===== src/rtl/params.svh =====
// Shared router build parameters.
// PN: number of output ports reachable from one router input port.
// Kept as a macro so every block of the router port agrees on it.
`ifndef CAST_PARAMS_SVH
`define CAST_PARAMS_SVH
`define PN 5
`endif


===== src/rtl/cast_flit_sequencer_pkg.sv =====
// Shared NoC package: multicast sequencer state encoding.
// Latency: n/a (types and constants only).
// Backpressure: n/a.
package cast_flit_sequencer_pkg;

  typedef logic [1:0] seq_state_t;

  // Kept as plain constants so older blocks that compare raw state codes
  // keep working.
  localparam seq_state_t ST_IDLE = 2'd0;  // no flit held
  localparam seq_state_t ST_SEND = 2'd1;  // flit held, requesting the switch
  localparam seq_state_t ST_DROP = 2'd2;  // one-cycle discard of a bad flit

endpackage


===== src/rtl/cast_flit_sequencer.sv =====
// Multicast flit sequencer: holds one flit and issues one switch request per
// destination supplied by the external roller, one copy per granted cycle.
// Latency: accepted flit requests the next cycle; each grant moves one copy
// the same cycle.
// Backpressure: in_ready only in IDLE or on the final granted copy; a missing
// grant stalls indefinitely with the request held.
// Ports:
//   clk, rstn                  clock, async active-low reset
//   in_valid/in_flit/in_ready  upstream flit handshake
//   roll_req_port/roll_last    current destination and last flag from roller
//   roll_en                    advance pulse to the roller
//   out_req/out_grant          switch request and grant
//   out_valid/out_flit/out_last  copy transfer
//   err                        sticky error (zero destination or copy overrun)
`include "params.svh"

module cast_flit_sequencer
  import cast_flit_sequencer_pkg::*;
#(
  parameter int FLIT_W = 64
) (
  input  logic              clk,
  input  logic              rstn,
  input  logic              in_valid,
  input  logic [FLIT_W-1:0] in_flit,
  output logic              in_ready,
  input  logic [`PN-1:0]    roll_req_port,
  input  logic              roll_last,
  output logic              roll_en,
  output logic [`PN-1:0]    out_req,
  input  logic              out_grant,
  output logic              out_valid,
  output logic [FLIT_W-1:0] out_flit,
  output logic              out_last,
  output logic              err
);

  localparam int CNT_W = $clog2(`PN + 1);
  localparam logic [CNT_W-1:0] CNT_LAST = CNT_W'(`PN - 1);
  localparam logic [CNT_W-1:0] CNT_MAX  = CNT_W'(`PN);

  seq_state_t        state;
  seq_state_t        state_nxt;
  logic [FLIT_W-1:0] hold_flit;
  logic [CNT_W-1:0]  copy_cnt;

  logic in_send;
  logic zero_dst;
  logic grant_ok;
  logic cap_hit;
  logic end_flit;
  logic overrun;
  logic hs;

  assign in_send  = (state == ST_SEND);
  // A roller with no destination left means a corrupt routing entry.
  assign zero_dst = in_send && (roll_req_port == '0);
  // Grant only counts while a real request is on the wire.
  assign grant_ok = in_send && !zero_dst && out_grant;
  // The PN-th copy is always the final one, whatever the roller says.
  assign cap_hit  = (copy_cnt == CNT_LAST);
  assign end_flit = grant_ok && (roll_last || cap_hit);
  assign overrun  = grant_ok && !roll_last && cap_hit;

  // Ready on the final copy lets the next flit in with no idle cycle.
  assign in_ready = (state == ST_IDLE) || end_flit;
  assign hs       = in_valid && in_ready;

  assign out_req   = in_send ? roll_req_port : '0;
  assign out_valid = grant_ok;
  assign roll_en   = grant_ok;
  assign out_last  = end_flit;
  assign out_flit  = grant_ok ? hold_flit : '0;

  always_comb begin
    state_nxt = state;
    case (state)
      ST_IDLE: if (hs) state_nxt = ST_SEND;
      ST_SEND: begin
        if (zero_dst)      state_nxt = ST_DROP;
        else if (end_flit) state_nxt = hs ? ST_SEND : ST_IDLE;
      end
      ST_DROP: state_nxt = ST_IDLE;
      default: state_nxt = ST_IDLE;
    endcase
  end

  always_ff @(posedge clk or negedge rstn) begin
    if (!rstn) begin
      state     <= ST_IDLE;
      hold_flit <= '0;
      copy_cnt  <= '0;
      err       <= 1'b0;
    end else begin
      state <= state_nxt;
      if (hs) begin
        hold_flit <= in_flit;
        copy_cnt  <= '0;
      end else if (grant_ok && (copy_cnt != CNT_MAX)) begin
        // Saturate rather than wrap so an overrun can never alias to copy 0.
        copy_cnt <= copy_cnt + 1'b1;
      end
      if (zero_dst || overrun) err <= 1'b1;
    end
  end

endmodule

===== config.mk =====
export PLATFORM = sky130hd
export DESIGN_NAME = cast_flit_sequencer
export DESIGN_NICKNAME = d
export VERILOG_FILES = /design/src/rtl/cast_flit_sequencer_pkg.sv /design/src/rtl/cast_flit_sequencer.sv
export VERILOG_INCLUDE_DIRS = /design/src /design/src/rtl
export SDC_FILE = /design/constraint.sdc
export NUM_CORES = 1
export LEC_CHECK = 0
export CORE_ASPECT_RATIO = 0.75
export CORE_MARGIN = 4
export CORE_UTILIZATION = 42
export CTS_BUF_LIST = sky130_fd_sc_hd__clkbuf_16
export DETAILED_ROUTE_END_ITERATION = 8
export MAX_ROUTING_LAYER = met4
export PLACE_DENSITY = 0.82
export SYNTH_ARGS = -nofsm -noshare
export SYNTH_HDL_FRONTEND = slang
export SYNTH_SLANG_ARGS = --single-unit

===== constraint.sdc =====
create_clock -name clk -period 3.1 [get_ports clk]
set_input_delay 0.93 -clock clk [delete_from_list [all_inputs] [get_ports clk]]
set_output_delay 0.93 -clock clk [all_outputs]
set_load 0.02 [all_outputs]

# Word-level counts from Yosys, hierarchy flattened

Index checks and enable logic that the tools add are counted.

Bits in registers: 70
Latch bits: 0
Memory bits (writable): 0
ROM bits: 0
Bits of input ports: 74
Memories kept: 0

$add $sub $neg: 1
Multiply operators: 0
Div/mod/pow operators: 0
Order comparisons: 0
Eq/ne operators: 5
Shift operators: 0
Multiplexer cells: 9
Bitwise gates (word level): 0
Reductions and logical operators: 17

Operators with widths:

| kind                                                                  | count |
|---|---|
| 64-bit 2-to-1 mux                                                     | 1 |
| 1-bit logical AND                                                     | 8 |
| 2-bit 2-to-1 mux                                                      | 3 |
| 3-bit 2-to-1 mux                                                      | 2 |
| 5-bit zero test                                                       | 1 |
| 5-bit 2-to-1 mux                                                      | 1 |
| 2-bit one-hot mux with 2 select lines                                 | 1 |
| 3-bit by 1-bit adder with 3-bit output, second input constant         | 1 |
| 3-bit equality test, second input constant                            | 1 |
| 1-bit logical OR                                                      | 3 |
| 3-bit by 1-bit != test with 1-bit output, second input constant       | 1 |
| 3-bit != test, second input constant                                  | 1 |
| 2-bit by 1-bit equality test with 1-bit output, second input constant | 1 |
| 1-bit zero test                                                       | 2 |
| 2-bit zero test                                                       | 1 |
| 2-bit != test, second input constant                                  | 1 |
| 2-bit AND reduction                                                   | 1 |
| 2-bit nonzero test                                                    | 1 |
| 1-bit 2-to-1 mux                                                      | 1 |

# Depth between registers and ports, before layout

Gate-level depths: netlist (run 1).

Depth in word-level cells: 12
Gate-level depth with buffers: 8

# Worst setup path before layout (run 1)

OpenSTA, ideal clock, no wires.

Path kind: input port to output port
Start point: input port roll_req_port[2]
End point: output port out_flit[55]
Arrival time: 2.307 ns
Path slack: -0.137 ns
Cell stages on the path: 5
Buffers on the path: 1
Cell sequence: or4_4 > o211ai_2 > inv_1 > clkbuf_1 > and2_1

Longest elaborated chain between the ends: 6

RTL lines:

| element                         | RTL line                  | RTL |
|---|---|---|
| from (decl)                     | cast_flit_sequencer.sv:27 | `` input logic [`PN-1:0] roll_req_port, `` |
| 5-bit zero test                 | cast_flit_sequencer.sv:57 | `assign zero_dst = in_send && (roll_req_port == '0);` |
| 1-bit logical AND               | cast_flit_sequencer.sv:57 |  |
| 1-bit zero test                 | cast_flit_sequencer.sv:59 | `assign grant_ok = in_send && !zero_dst && out_grant;` |
| 1-bit logical AND (2 in series) | cast_flit_sequencer.sv:59 |  |
| via out_valid                   | cast_flit_sequencer.sv:32 | `output logic out_valid,` |
| 64-bit 2-to-1 mux               | cast_flit_sequencer.sv:73 | `assign out_flit = grant_ok ? hold_flit : '0;` |
| to (decl)                       | cast_flit_sequencer.sv:33 | `output logic [FLIT_W-1:0] out_flit,` |

The timed path passes the listed nets, and every way through them passes these cells.

# Final worst setup path (run 1)

Start point: input port roll_req_port[1]
End point: output port out_flit[9]

Longest elaborated chain between the ends: 6

RTL lines:

| element                         | RTL line |
|---|---|
| 5-bit zero test                 | cast_flit_sequencer.sv:57 |
| 1-bit logical AND               | cast_flit_sequencer.sv:57 |
| 1-bit zero test                 | cast_flit_sequencer.sv:59 |
| 1-bit logical AND (2 in series) | cast_flit_sequencer.sv:59 |
| 64-bit 2-to-1 mux               | cast_flit_sequencer.sv:73 |

Every way passes these cells.

==> summary by stage, run 1 <==
Critical path
The startpoint identified for the worst register-to-register timing path is copy_cnt[0]. The required time of the critical path is 2170 ps. The data arrival time of the critical path is 2490 ps.

The cell family contributing the most delay on the critical path is simple AND/OR/NAND/NOR gates. The minimum setup slack among reg-to-reg paths is 890 ps. The combined buffer and inverter count along the critical path is 5. STA classifies the critical path startpoint as an input port. The endpoint identified for the worst register-to-register timing path is hold_flit[50]. The number of cells on the worst reg-to-reg path is 9.

STA classifies the critical path endpoint as an output pin. In this run the worst path has a maximum fanout of 12. By startpoint and endpoint, the worst setup path is classified as input port to output pin. The largest stage delay on the critical path is 540 ps. Walking the worst path, the cells encountered are buf_6 > or4_4 > o211ai_4 > inv_4 > buf_4 > buf_16 > and2_1 > buf_2. The slowest stage of the critical path is the sky130_fd_sc_hd__or4_4 cell.

Clock tree
The largest buffer count on any clock path is 2. The depth of the CTS H-tree is 3. The root buffer cell chosen for the clock tree is sky130_fd_sc_hd__clkbuf_16. Buffers inserted to repair hold after CTS numbered 0. Clock-pin slew was measured on the worst setup and hold paths at 50 ps.

TritonCTS built the clock tree. Counting the buffers created by CTS gives 9. The clock reaches the later pin of the worst-skew pair after 330 ps.

CTS saw 70 sinks.

Placement
In this run the tool buffered the top-level ports with 147 buffer cells. After legalization and detailed placement, the total HPWL measured 6.25 mm. The congestion estimate from routability-driven global placement came to 0.795.

The placed instances occupy a cell area of 5020 um^2. The worst slack after detailed placement is -937 ps.

Hold path
The hold path endpoint is err. The worst hold path passes through 2 cells. The path type of the worst min-delay path is flop to flop.

In this run the most critical hold path is launched from err.

Route
The pre-antenna-repair detailed-routing pass consisted of 4 iterations. The count of nets left with antenna violations once routing finished came out at 0. The total wire length after detailed routing is 8.92 mm.

The detailed-route via count is 2549. After detailed routing, the average wire length per cell comes to 16.9 um. The remaining design rule violation count is 0. The number of DRC markers after the initial detailed-route iteration is 63. Using the TritonRoute via totals, the vias-per-cell ratio works out to 4.83.

STA
Across all setup checks in the final design, the least slack found is -322 ps. The shortest clock period the worst path allows after layout is 3420 ps. For this run, the top clock speed supported by timing is 292 MHz. The number of slew-limit violations in the final report is 0.

The slew of the pin with the lowest slew margin is 605 ps. The number of endpoints with negative hold slack in the final report is 0. Setup repair after global routing could not meet its margin everywhere. The worst pin sits at a relative slew slack of 59.7%. On the final layout, the worst clock skew is 8.46 ps. The final clock period utilization by the worst path is 110%.

Setup violations remaining at the end of the flow were counted as 68.

Finish
The ratio of cells with drive above 1 in the final layout is 47.8%. The area growth from synthesis to layout is 58.1%. In the final design database the tool counted 500 nets. The finished cells cover 5260 um^2.

Counting the fill cells in the layout gives 569. The most common cell after layout, fill and taps aside is sky130_fd_sc_hd__clkdlybuf4s50_1. The top cell types in the final layout, fill and taps aside, are 73 x sky130_fd_sc_hd__clkdlybuf4s50_1, 70 x sky130_fd_sc_hd__dfrtp_1, 57 x sky130_fd_sc_hd__buf_2, 53 x sky130_fd_sc_hd__and2_1, 37 x sky130_fd_sc_hd__mux2_2. The number of antenna cells inserted is 0.

GRT
met2 is the most crowded layer. The sum of overflow across all layers after global routing is 0. For met1 alone, demand over resource in global routing was 23.3%. The met2 capacity usage during global routing is 33.8%. The number of global-route vias before repair was 2776.

The number of antenna violations at the first check in global routing is 0. The wire length of the first global-routing pass is 14.5 mm. Global routing used 20.1% of the available tracks. Global routing used 7.06% of the available met3 tracks. The pin count of the biggest net entering global routing is 28.

Outcome
The run finished, with violations left. The checks that failed: setup timing.

Yosys
After synthesis, the largest family of logic cells by area is multiplexers. The part of the Yosys area used for sequential elements is 52.7%. The simple-gate portion of the synthesized area is 15.5%. The flop and latch count out of synthesis is 70. The parity-gate share of the synthesized area counting xor and xnor cells is 0%.

Yosys mapped a number of flops with a built-in enable equal to 0. Counting every instance in the synthesized netlist gives 252. The share of synthesized registers carrying an async set or reset is 100%. The Yosys step of the flow raised 0 warnings. The number of nets in the synthesized netlist is 329. The proportion of synthesized area in mux cells is 24.7%. The most common flop cell mapped by yosys is sky130_fd_sc_hd__dfrtp_1. After Yosys synthesis, full adders, half adders and majority gates account for 1.13% of the synthesized area.

Yosys mapped the design onto 25 distinct sky130hd cell types. After synthesis the cells add up to 3330 um^2. The post-synthesis compound-gate area fraction is 2.90%.

Each instance of the synthesized netlist takes up on average 13.2 um^2.

Die
The die extent in y is 85.1 um. The initial utilization of the core area, before any placement, comes to 44.2%. For this design the top-level I/O count stands at 148.

The floorplan has 27 rows. The area of the die is 9420 um^2. The floorplan die width is 111 um. The core outline area is 7530 um^2.

Power and ir drop
The static power due to leakage is 2.46 nW. The cell area power density is 634 nW/um^2. Overall power consumption after layout is estimated at 0.00333 W.

The maximum vdd ir drop is 0.362 mV.

Run
The tool flagged a number of max-cap violations equal to 0.
metrics by stage:
step	util (%)	TNS, ps	hold slack, ps	std cells
final	69.8	-15830	487	528
after global routing	69.8	-19540	504	528
after CTS	69.3	-17490	480	525
after detailed placement	66.6	-59890	470	500
after global placement	66.6	-57960	456	500
after floorplan	-	-194	441	252
power breakdown:
part           switching [W]  internal, W
Combinational       0.000490     0.000645
Clock               0.000373     0.000534
Sequential          0.000131      0.00116
worst min-delay path, delay by kind of cell (launching register included):
kind | cells | cell delay [ps]
compound gates | 2 | 110
flops | 1 | 340
final cells by class:
class	count	area [um^2]	area share, %
clock inverter	6	40.0	0.761
inverter	3	13.8	0.262
multi-input combinational	164	1540	29.2
clock buffer	9	225	4.28
sequential	70	1750	33.3
tap	101	126	2.40
timing repair buffer	175	1570	29.8
sequential cells by signal (all words and copies together) (netlist names):
signal     count
err            1
state          2
hold_flit     64
copy_cnt       3
routing by layer:
metal	wire, um	vias to the layer above
li1	-	1191
met1	3830	1259
met2	4420	93
met3	612	6
met4	55	0
met5	0	-
synth_stat cells, drive strengths merged (2+ instances only):
cell type	n	area (um^2)
nand3	2	10.0
clkbuf	7	26.3
and2	72	450
ha	3	37.5
buf	8	67.6
mux2	64	822
o211ai	2	25.0
o21ai	2	10.0
inv	3	11.3
a21oi	7	38.8
nand2	3	11.3
dfrtp	70	1750
worst max path at each step:
stage,start,cells past startpoint,end
floorplan,roll_req_port[2],5,out_flit[55]
global placement,roll_req_port[2],7,out_flit[60]
detailed placement,roll_req_port[2],7,out_flit[57]
CTS,roll_req_port[1],8,out_flit[9]
global route,roll_req_port[3],8,out_flit[20]
finish,roll_req_port[1],8,out_flit[9]
timing repair:
action                                 4_1_cts  5_1_grt
resized for setup                          332        4
setup buffers                                7        3
setup endpoints to repair                   69       68
endpoints found under the hold margin        0        0
gates cloned                                 3        0
pin swaps                                    6        3
kinds of logic after synthesis:
group / count (synthesis)
flip-flops: 70
AND/OR/NAND/NOR: 83
buffers and inverters: 18
multiplexers: 64
AO/OA/AOI/OAI: 14
adder cells (fa/ha/maj): 3
(Power assumes the default switching activity.)
==> inputs of run 2 (changes only) <==
CAP_MARGIN = 10   (was default)
==> results of run 2 <==
No change in the layout: final DEF, timing and power equal those of run 1.
